--- src/rtl/float_divider_bf16.sv ---
// Iterative bf16 (parameterisable) divider: radix-2 restoring mantissa divide then RNE rounding.
// Optional exception flags output enabled by defining FLOAT_DIVIDER_BF16_FLAGS_EN.
module float_divider_bf16 #(
    parameter int unsigned EXP_W = 8,
    parameter int unsigned MAN_W = 7,
    parameter int unsigned BIAS  = 127
) (
    input  logic                   clock,
    input  logic                   reset,
    input  logic [EXP_W+MAN_W:0]   a,
    input  logic [EXP_W+MAN_W:0]   b,
    input  logic                   in_valid,
    output logic                   in_ready,
    output logic [EXP_W+MAN_W:0]   y,
    output logic                   is_output_valid,
    input  logic                   out_ready
`ifdef FLOAT_DIVIDER_BF16_FLAGS_EN
    ,
    output logic [4:0]             flags
`endif
);
    localparam int unsigned W    = 1 + EXP_W + MAN_W;
    localparam int unsigned QW   = MAN_W + 4;
    localparam int unsigned EW   = EXP_W + 2;
    localparam int unsigned CW   = $clog2(QW + 1);
    localparam int unsigned EMAX = (1 << EXP_W) - 1;
    localparam logic [W-1:0] NAN = {1'b0, {EXP_W{1'b1}}, 1'b1, {(MAN_W-1){1'b0}}};

    typedef enum logic [1:0] {StIdle, StDivide, StRound, StDone} state_e;

    state_e           state_q;
    logic [CW-1:0]    cnt_q;
    logic             sign_q;
    logic [EW-1:0]    exp_q;
    logic [MAN_W+1:0] rem_q;
    logic [MAN_W:0]   div_q;
    logic [QW-1:0]    quo_q;

    // Operand unpack; exponent-zero operands (including subnormals) count as zero.
    logic [EXP_W-1:0] ea, eb;
    logic [MAN_W-1:0] ma, mb;
    logic             sign_in, a_zero, b_zero, a_inf, b_inf, a_nan, b_nan;
    logic [EW-1:0]    exp_in;

    assign ea      = a[W-2:MAN_W];
    assign eb      = b[W-2:MAN_W];
    assign ma      = a[MAN_W-1:0];
    assign mb      = b[MAN_W-1:0];
    assign sign_in = a[W-1] ^ b[W-1];
    assign a_zero  = (ea == '0);
    assign b_zero  = (eb == '0);
    assign a_inf   = (ea == '1) && (ma == '0);
    assign b_inf   = (eb == '1) && (mb == '0);
    assign a_nan   = (ea == '1) && (ma != '0);
    assign b_nan   = (eb == '1) && (mb != '0);
    assign exp_in  = {2'b00, ea} - {2'b00, eb} + EW'(BIAS);

    logic         spec_hit;
    logic [W-1:0] spec_y;

    always_comb begin
        spec_hit = 1'b1;
        spec_y   = {sign_in, {(W-1){1'b0}}};
        if (a_nan || b_nan || (a_zero && b_zero) || (a_inf && b_inf)) begin
            spec_y = NAN;
        end else if (b_zero || a_inf) begin
            spec_y = {sign_in, {EXP_W{1'b1}}, {MAN_W{1'b0}}};
        end else if (a_zero || b_inf) begin
            spec_y = {sign_in, {(W-1){1'b0}}};
        end else begin
            spec_hit = 1'b0;
        end
    end

    // One restoring step; remainder stays below twice the divisor.
    logic             rem_ge;
    logic [MAN_W+1:0] rem_sub, rem_nxt;

    assign rem_ge  = (rem_q >= {1'b0, div_q});
    assign rem_sub = rem_ge ? (rem_q - {1'b0, div_q}) : rem_q;
    assign rem_nxt = {rem_sub[MAN_W:0], 1'b0};

    logic [QW-1:0]  quo_n;
    logic [EW-1:0]  exp_n, exp_r;
    logic [MAN_W-1:0] man_t;
    logic [MAN_W:0] man_r;
    logic           guard, sticky, inc, ovf, unf;
    logic [W-1:0]   round_y;

    always_comb begin
        quo_n   = quo_q[QW-1] ? quo_q : {quo_q[QW-2:0], 1'b0};
        exp_n   = quo_q[QW-1] ? exp_q : (exp_q - EW'(1));
        man_t   = quo_n[QW-2:3];
        guard   = quo_n[2];
        sticky  = (|quo_n[1:0]) | (|rem_q);
        inc     = guard & (sticky | man_t[0]);
        man_r   = {1'b0, man_t} + (MAN_W+1)'(inc);
        exp_r   = man_r[MAN_W] ? (exp_n + EW'(1)) : exp_n;
        unf     = exp_r[EW-1] || (exp_r == '0);
        ovf     = !exp_r[EW-1] && (exp_r[EW-2:0] >= (EW-1)'(EMAX));
        round_y = {sign_q, exp_r[EXP_W-1:0], man_r[MAN_W-1:0]};
        if (ovf) begin
            round_y = {sign_q, {EXP_W{1'b1}}, {MAN_W{1'b0}}};
        end else if (unf) begin
            round_y = {sign_q, {(W-1){1'b0}}};
        end
    end

`ifdef FLOAT_DIVIDER_BF16_FLAGS_EN
    logic       spec_inv, spec_dbz, inexact_r;
    logic [4:0] flags_q;

    assign spec_inv  = a_nan || b_nan || (a_zero && b_zero) || (a_inf && b_inf);
    assign spec_dbz  = b_zero && !a_zero && !a_inf && !a_nan && !b_nan;
    assign inexact_r = guard | sticky | ovf | unf;
    assign flags     = flags_q;
`endif

    always_ff @(posedge clock or negedge reset) begin
        if (!reset) begin
            state_q         <= StIdle;
            in_ready        <= 1'b0;
            y               <= '0;
            is_output_valid <= 1'b0;
            cnt_q           <= '0;
            sign_q          <= 1'b0;
            exp_q           <= '0;
            rem_q           <= '0;
            div_q           <= '0;
            quo_q           <= '0;
`ifdef FLOAT_DIVIDER_BF16_FLAGS_EN
            flags_q         <= '0;
`endif
        end else begin
            unique case (state_q)
                StIdle: begin
                    in_ready <= 1'b1;
                    if (in_valid && in_ready) begin
                        in_ready <= 1'b0;
                        sign_q   <= sign_in;
                        exp_q    <= exp_in;
                        rem_q    <= {1'b0, 1'b1, ma};
                        div_q    <= {1'b1, mb};
                        quo_q    <= '0;
                        cnt_q    <= '0;
`ifdef FLOAT_DIVIDER_BF16_FLAGS_EN
                        flags_q  <= {spec_inv, spec_dbz, 3'b000};
`endif
                        if (spec_hit) begin
                            y       <= spec_y;
                            state_q <= StDone;
                        end else begin
                            state_q <= StDivide;
                        end
                    end
                end
                StDivide: begin
                    quo_q <= {quo_q[QW-2:0], rem_ge};
                    rem_q <= rem_nxt;
                    cnt_q <= cnt_q + CW'(1);
                    if (cnt_q == CW'(QW - 1)) begin
                        state_q <= StRound;
                    end
                end
                StRound: begin
                    y       <= round_y;
`ifdef FLOAT_DIVIDER_BF16_FLAGS_EN
                    flags_q <= {2'b00, ovf, unf, inexact_r};
`endif
                    state_q <= StDone;
                end
                StDone: begin
                    // First DONE cycle publishes the result; later ones wait for the consumer.
                    if (!is_output_valid) begin
                        is_output_valid <= 1'b1;
                    end else if (out_ready) begin
                        is_output_valid <= 1'b0;
                        in_ready        <= 1'b1;
                        state_q         <= StIdle;
                    end
                end
            endcase
        end
    end

endmodule

--- config.mk ---
export PLATFORM = sky130hd
export DESIGN_NAME = float_divider_bf16
export DESIGN_NICKNAME = d
export VERILOG_FILES = /design/src/rtl/float_divider_bf16.sv
export SDC_FILE = /design/constraint.sdc
export NUM_CORES = 1
export LEC_CHECK = 0
export ABC_AREA = 1
export CAP_MARGIN = 20
export CORE_MARGIN = 10
export CORE_UTILIZATION = 57
export DETAILED_ROUTE_END_ITERATION = 12
export PLACE_DENSITY = 0.81
export SETUP_SLACK_MARGIN = 0.15
export SYNTH_ARGS = -nofsm -noshare
export SYNTH_HDL_FRONTEND = slang
export SYNTH_SLANG_ARGS = --single-unit
--- constraint.sdc ---
create_clock -name clock -period 3.55 [get_ports clock]
set_input_delay 0.5325 -clock clock [delete_from_list [all_inputs] [get_ports clock]]
set_output_delay 0.5325 -clock clock [all_outputs]
set_load 0.05 [all_outputs]
==> results.cfg, run 1 <==
[sta]
rsz0062_at_grt = false
finalCriticalPeriod_ps = 2900
slew_viol_final = 0
relSlewSlack = 0.440
setup_tns_ps = 0
fin_crit_sh = 0.817
finClkSkew_ps = 9.91
hold_ws_ps = 288
worst-slew-pin-transition_ps = 840
final_hold_viol_count = 0
max_freq_mhz = 345
setup-violations-final = 0

[global_routing]
grt_pass1_vias = 4496
grtUsageTotal = 0.183
antenna_found_initial = 0
grt_overflow_total = 0
grt_max_degree = 38
grt_pass1_wl_um = 19500

[outcome]
status = finished, final reports clean

[setup_path]
worstPathArrival_ps = 3160
critPathCapture = rem_q[2]$_DFFE_PN0P_
start_kind = flip-flop
cp_max_fo = 14
crit_start = rem_q[0]$_DFFE_PN0P_
path_buf_inv = 3
cpPeakStageDelay_ps = 630
crit_chain = inv_1 > ha_1 > inv_1 > nand2_1 > nand2_1 > a21oi_1 > o21ai_0 > nand2_1 > nand2_1 > a21oi_1 > nor2_1 > nor2_1 > inv_1 > nand2_1 > nand3_1 > a22oi_1
slowest_stage = nor2_1
r2r_cells = 16
crit_top_cell = nand2_1
rr_endpoint = rem_q[2]$_DFFE_PN0P_
endpoint_kind = flip-flop
cp.required_ps = 3810
crit_type = reg2reg
timing.rr.start = rem_q[0]$_DFFE_PN0P_
regToRegSetupSlack_ps = 650
cp_num_cells = 16
cp_top_family = simple AND/OR/NAND/NOR gates

[placement]
dp_hpwl_um = 8960
portBuffers = 53
place.gp.congestion = 0.880

[die]
die_x_um = 111
start_util = 0.581
core_area_um2 = 8180
die_h_um = 111
row_count = 33
ios = 54
dieArea_um2 = 12400

[cts]
hold_buffers = 0
post_cts_resized = 0
post_cts.repair.setup_buffers = 0
clk-insertion-delay-late_ps = 350
numCtsBuffers = 9
cts_buffer_depth = 2
htreeDepth = 3
ctsRootBufferMaster = clkbuf_8
cts_tree = done
cts.clk_slew.worst_paths_ps = 70
clkSinkCount = 63

[detailed_routing]
wl_per_cell_um = 13.4
ant_nets = 0
viasPerCell = 5.30
dr.pass1.iters = 5
vias = 4461
drc = 0
finalWirelength_um = 11200
drt_iter0_drc = 144

[power_and_ir_drop]
power_density_nw_per_um2 = 969
ir_drop_mv = 0.621
p_leak_nw = 2.81

[layout]
post-route-util = 0.689
nets = 797
final_common_cell = nand2_1
nFillCells = 694
syn_to_final_growth_pct = 18.6
layout_common_cells = 174 x nand2_1, 101 x inv_1, 63 x dfrtp_1
multi_input_area_um2 = 2690
num_antenna_cells = 0
regArea_um2 = 1580
drive_gt1_frac = 0.0978

[yosys]
ys_warn_count = 0
synth_fp_nets = 739
ys_types = 44
synth_flop_cell = dfrtp_1
ys_seq_area_frac = 0.332
syn_inst = 674
synth.avg_cell_area_um2 = 7.04
synth_edf_count = 0
async_reset_ff_frac = 1.00
ys_ff_latch = 63
synth_area_um2 = 4750

[job]
drv_cap = 0

[min_path]
hp-class = in2async
-- how the worst min path moves through the flow --
stage / end / slack, ps / from / cells after the start
5_1_grt: quo_q[7]$_DFFE_PN0P_ / 360 / reset / 1
6_report: exp_q[7]$_DFFE_PN0P_ / 290 / reset / 1
3_3_place_gp: div_q[7]$_DFFE_PN0P_ / 440 / div_q[7]$_DFFE_PN0P_ / 2
4_1_cts: exp_q[7]$_DFFE_PN0P_ / 320 / reset / 1
2_1_floorplan: cnt_q[0]$_DFFE_PN0P_ / 240 / reset / 0
3_5_place_dp: div_q[7]$_DFFE_PN0P_ / 450 / div_q[7]$_DFFE_PN0P_ / 2
-- power breakdown --
group | internal (mW) | switching (mW)
Clock | 0.483 | 0.293
Combinational | 1.22 | 2.20
Sequential | 1.05 | 0.220
Total | 2.75 | 2.71
-- final cells by class --
| type | count | share of cell area |
|---|---|---|
| clock buffers | 10 | 0.0244 |
| repair buffers | 59 | 0.101 |
| inverters | 110 | 0.0738 |
| clock inverters | 5 | 0.0189 |
| flip-flops and latches | 63 | 0.280 |
| well taps | 105 | 0.0233 |
| multi-input cells | 489 | 0.478 |
-- cells by family after synthesis --
kind of cell,count (synthesis),share of synthesized area
adders and majority gates,29,0.0796
AOI/OAI and AO/OA,112,0.136
DFF,63,0.332
xor gates and xnor gates,21,0.0387
and+or+nand+nor,327,0.313
buffers and inverters,122,0.100
-- flip-flops by register name, summed over array words and instances (netlist names), 2 cells and up --
signal,flops
rem_q,9
exp_q,10
div_q,8
cnt_q,4
y,16
state_q,2
quo_q,11
-- through the flow --
step / cells / cell area, µm² / setup WS (ps) / power, mW
2_1_floorplan: 674 / 4750 / 1090 / 3.87
4_1_cts: 841 / 5630 / 690 / 5.47
5_1_grt: 841 / 5630 / 335 / 6.01
6_report: 841 / 5630 / 650 / 5.46
3_3_place_gp: 826 / 5390 / 669 / 4.56
3_5_place_dp: 826 / 5390 / 531 / 4.68
-- per-layer routing --
metal | part of all wire | vias up | GRT usage | routed length (µm)
li1 | - | 2291 | - | -
met1 | 0.42 | 2081 | 0.204 | 4700
met2 | 0.51 | 63 | 0.327 | 5790
met3 | 0.036 | 26 | 0.0330 | 402
met4 | 0.031 | 0 | 0.0874 | 351
met5 | 0 | - | 0 | 0
-- worst register-to-register path: stages (launching register included) --
cell and delay (ps):
dfrtp_1 380, inv_1 150, ha_1 220, inv_1 50, nand2_1 50, nand2_1 50
a21oi_1 210, o21ai_0 190, nand2_1 100, nand2_1 50, a21oi_1 160, nor2_1 80
nor2_1 630, inv_1 140, nand2_1 110, nand3_1 70, a22oi_1 170
-- synth_stat cells, drive strengths merged (4+ instances only) --
cell,count,share of area
nand2,193,0.17
inv,107,0.085
dfrtp,63,0.33
nor2,57,0.055
o21ai,44,0.048
nand3,40,0.044
a21oi,34,0.037
ha,27,0.071
xor2,15,0.028
o22ai,13,0.017
nand4,11,0.014
clkbuf,9,0.0071
or2,9,0.012
nor3,6,0.0063
nor4,6,0.0079
xnor2,6,0.011
o21bai,5,0.0087
nand3b,4,0.0063
Note: power is estimated with default switching activity, not from simulation.
==> run 2: changes to the inputs <==
--- a/config.mk
+++ b/config.mk
@@ -8,9 +8,9 @@
 export ABC_AREA = 1
 export CAP_MARGIN = 20
 export CORE_MARGIN = 10
-export CORE_UTILIZATION = 57
+export CORE_UTILIZATION = 52
 export DETAILED_ROUTE_END_ITERATION = 12
-export PLACE_DENSITY = 0.81
+export PLACE_DENSITY = 0.78
 export SETUP_SLACK_MARGIN = 0.15
 export SYNTH_ARGS = -nofsm -noshare
 export SYNTH_HDL_FRONTEND = slang
==> constraint.sdc (replaced) <==
create_clock -name clock -period 2.4 [get_ports clock]
set_input_delay 0.36 -clock clock [delete_from_list [all_inputs] [get_ports clock]]
set_output_delay 0.36 -clock clock [all_outputs]
set_load 0.05 [all_outputs]
==> run 2 against run 1 <==
Net effect:
- the flow now finishes with violations (hold timing, setup timing)
- combinational power rose by 100%
- via count is 12% higher
- wire length increased by 22%
- count of clock-buffer cells in the layout stayed put
- maximum frequency rose by 10%
- sequential power rose by 50%
- cell count rose by 9.0%
==> results.cfg, run 2 (synthesis gave the netlist of run 1 again) <==
[power_and_ir_drop]
combPwrFrac = 0.690
power.switching_mw = 4.88
ir_drop_mv = 1.01
p_total_mw = 9.96
power_frac_clock = 0.118
internal-power_mw = 5.07
swShare = 0.490
power_density_nw_per_um2 = 1490
power_frac_seq = 0.191
p_leak_nw = 3.28

[cts]
cts_buffer_depth = 2
ctsRootBufferMaster = clkbuf_8
htreeDepth = 3
clk-insertion-delay-late_ps = 360
numCtsBuffers = 9
hold_buffers = 0
clkSinkCount = 63
cts_tree = done
cts.clk_slew.worst_paths_ps = 80

[die]
row_count = 34
dieArea_um2 = 13400
die_h_um = 116
ios = 54
start_util = 0.539
die_x_um = 116
core_area_um2 = 8810

[global_routing]
grt_pass1_wl_um = 20900
grtUsageTotal = 0.188
grt.met2_usage = 0.329
met3_usage = 0.0429
grt_pass1_vias = 4796
busiest_layer = met2
antenna_found_initial = 0
use_met1 = 0.219
grt_overflow_total = 0
grt_max_degree = 27

[setup_path]
crit_top_cell = nand2_4
crit_type = reg2reg
cp_top_family = simple AND/OR/NAND/NOR gates
path_buf_inv = 3
cp.required_ps = 2640
endpoint_kind = flip-flop
worstPathArrival_ps = 2870
slowest_stage = dfrtp_2
cpPeakStageDelay_ps = 480
start_kind = flip-flop
crit_chain = buf_6 > a2111oi_4 > a31oi_2 > ha_4 > nand2_4 > nor2_4 > nand2_4 > inv_2 > nand2_2 > nand2_4 > nor2_2 > nand2_1 > nor2_1 > nand2_1 > nand2_2 > nand2_4 > nand2_4 > buf_4 > o21ai_1
cp_max_fo = 6

[job]
drv_cap = 0

[placement]
place.gp.congestion = 0.866
portBuffers = 53
dp_hpwl_um = 9340

[layout]
nets = 869
top_regs = y x16, quo_q x11, exp_q x10
drive_gt1_frac = 0.290
num_antenna_cells = 0
post-route-util = 0.758
largest_register = y
syn_to_final_growth_pct = 40.7
layout_common_cells = 149 x nand2_1, 90 x inv_1, 67 x buf_4
largest_register_ffs = 16
nFillCells = 599
final_common_cell = nand2_1

[outcome]
failed_checks = hold timing, setup timing
status = finished with violations

[detailed_routing]
finalWirelength_um = 13700
dr.pass1.iters = 5
ant_nets = 0
vias = 4989
drc = 0
wl_per_cell_um = 15.0
drt_iter0_drc = 276
viasPerCell = 5.44

[sta]
worst-slew-pin-transition_ps = 569
fin_crit_sh = 1.09
rsz0062_at_grt = true
max_freq_mhz = 381
slew_viol_final = 0
finalCriticalPeriod_ps = 2630
finClkSkew_ps = 12.8
hold_ws_ps = -12.6
relSlewSlack = 0.621
final_hold_viol_count = 13
setup-violations-final = 14
fin_ws_ps = -228

[min_path]
hp-class = in2async
[run 2: area by class of cell]
class                      count  area, µm²  area share
clock buffer                  10        138      0.0206
timing repair inverter         1       7.51     0.00112
inverter                     110        423      0.0633
tap                          108        135      0.0202
multi-input combinational    490       3130       0.468
timing repair buffer         129       1150       0.173
clock inverter                 6        115      0.0172
sequential                    63       1580       0.236
[run 2: layer usage]
metal | wire [µm] | up-vias
li1 | - | 2440
met3 | 818 | 32
met5 | 0 | -
met4 | 333 | 0
met2 | 6970 | 176
met1 | 5600 | 2341
[run 2: repair_timing]
action	4_1_cts	5_1_grt
endpoints found under the setup margin	26	28
pin swaps	20	45
buffers inserted	4	10
gates resized for setup	26	108
cloned	1	2
[run 2: path summary, 6_finish.rpt]
check / slack [ps] / start / depth (start not counted) / to
setup / recovery: -230 / quo_q[10]$_DFFE_PN0P_ / 19 / y[1]$_DFFE_PN0P_
hold / removal: -10 / reset / 1 / quo_q[0]$_DFFE_PN0P_
setup reg to reg: -230 / quo_q[10]$_DFFE_PN0P_ / 19 / y[1]$_DFFE_PN0P_
hold reg to reg: 470 / div_q[7]$_DFFE_PN0P_ / 2 / div_q[7]$_DFFE_PN0P_
max in group asynchronous: 1670 / reset / 2 / rem_q[1]$_DFFE_PN0P_
min in group clock: 470 / div_q[7]$_DFFE_PN0P_ / 2 / div_q[7]$_DFFE_PN0P_
[run 2: metrics by stage]
step / setup TNS [ps] / std cells / worst slack [ps] / instance area (µm²) / hold slack, ps
after global routing: -4190 / 917 / -319 / 6680 / 36.4
after detailed placement: -3700 / 884 / -332 / 5860 / 390
after global placement: -1930 / 884 / -228 / 5860 / 378
final: -2490 / 917 / -228 / 6680 / -12.6
after floorplan: 0 / 674 / 77.4 / 4790 / 64.4
after CTS: -1050 / 905 / -105 / 6240 / 6.57
[run 2: power groups by stage]
stage	combinational, mW	sequential [mW]	clock (mW)
3_3_place_gp	5.44	1.87	0
4_1_cts	5.83	1.89	1.19
2_1_floorplan	3.47	2.30	0
3_5_place_dp	5.62	1.90	0
5_1_grt	7.50	1.97	1.23
6_report	6.87	1.91	1.18
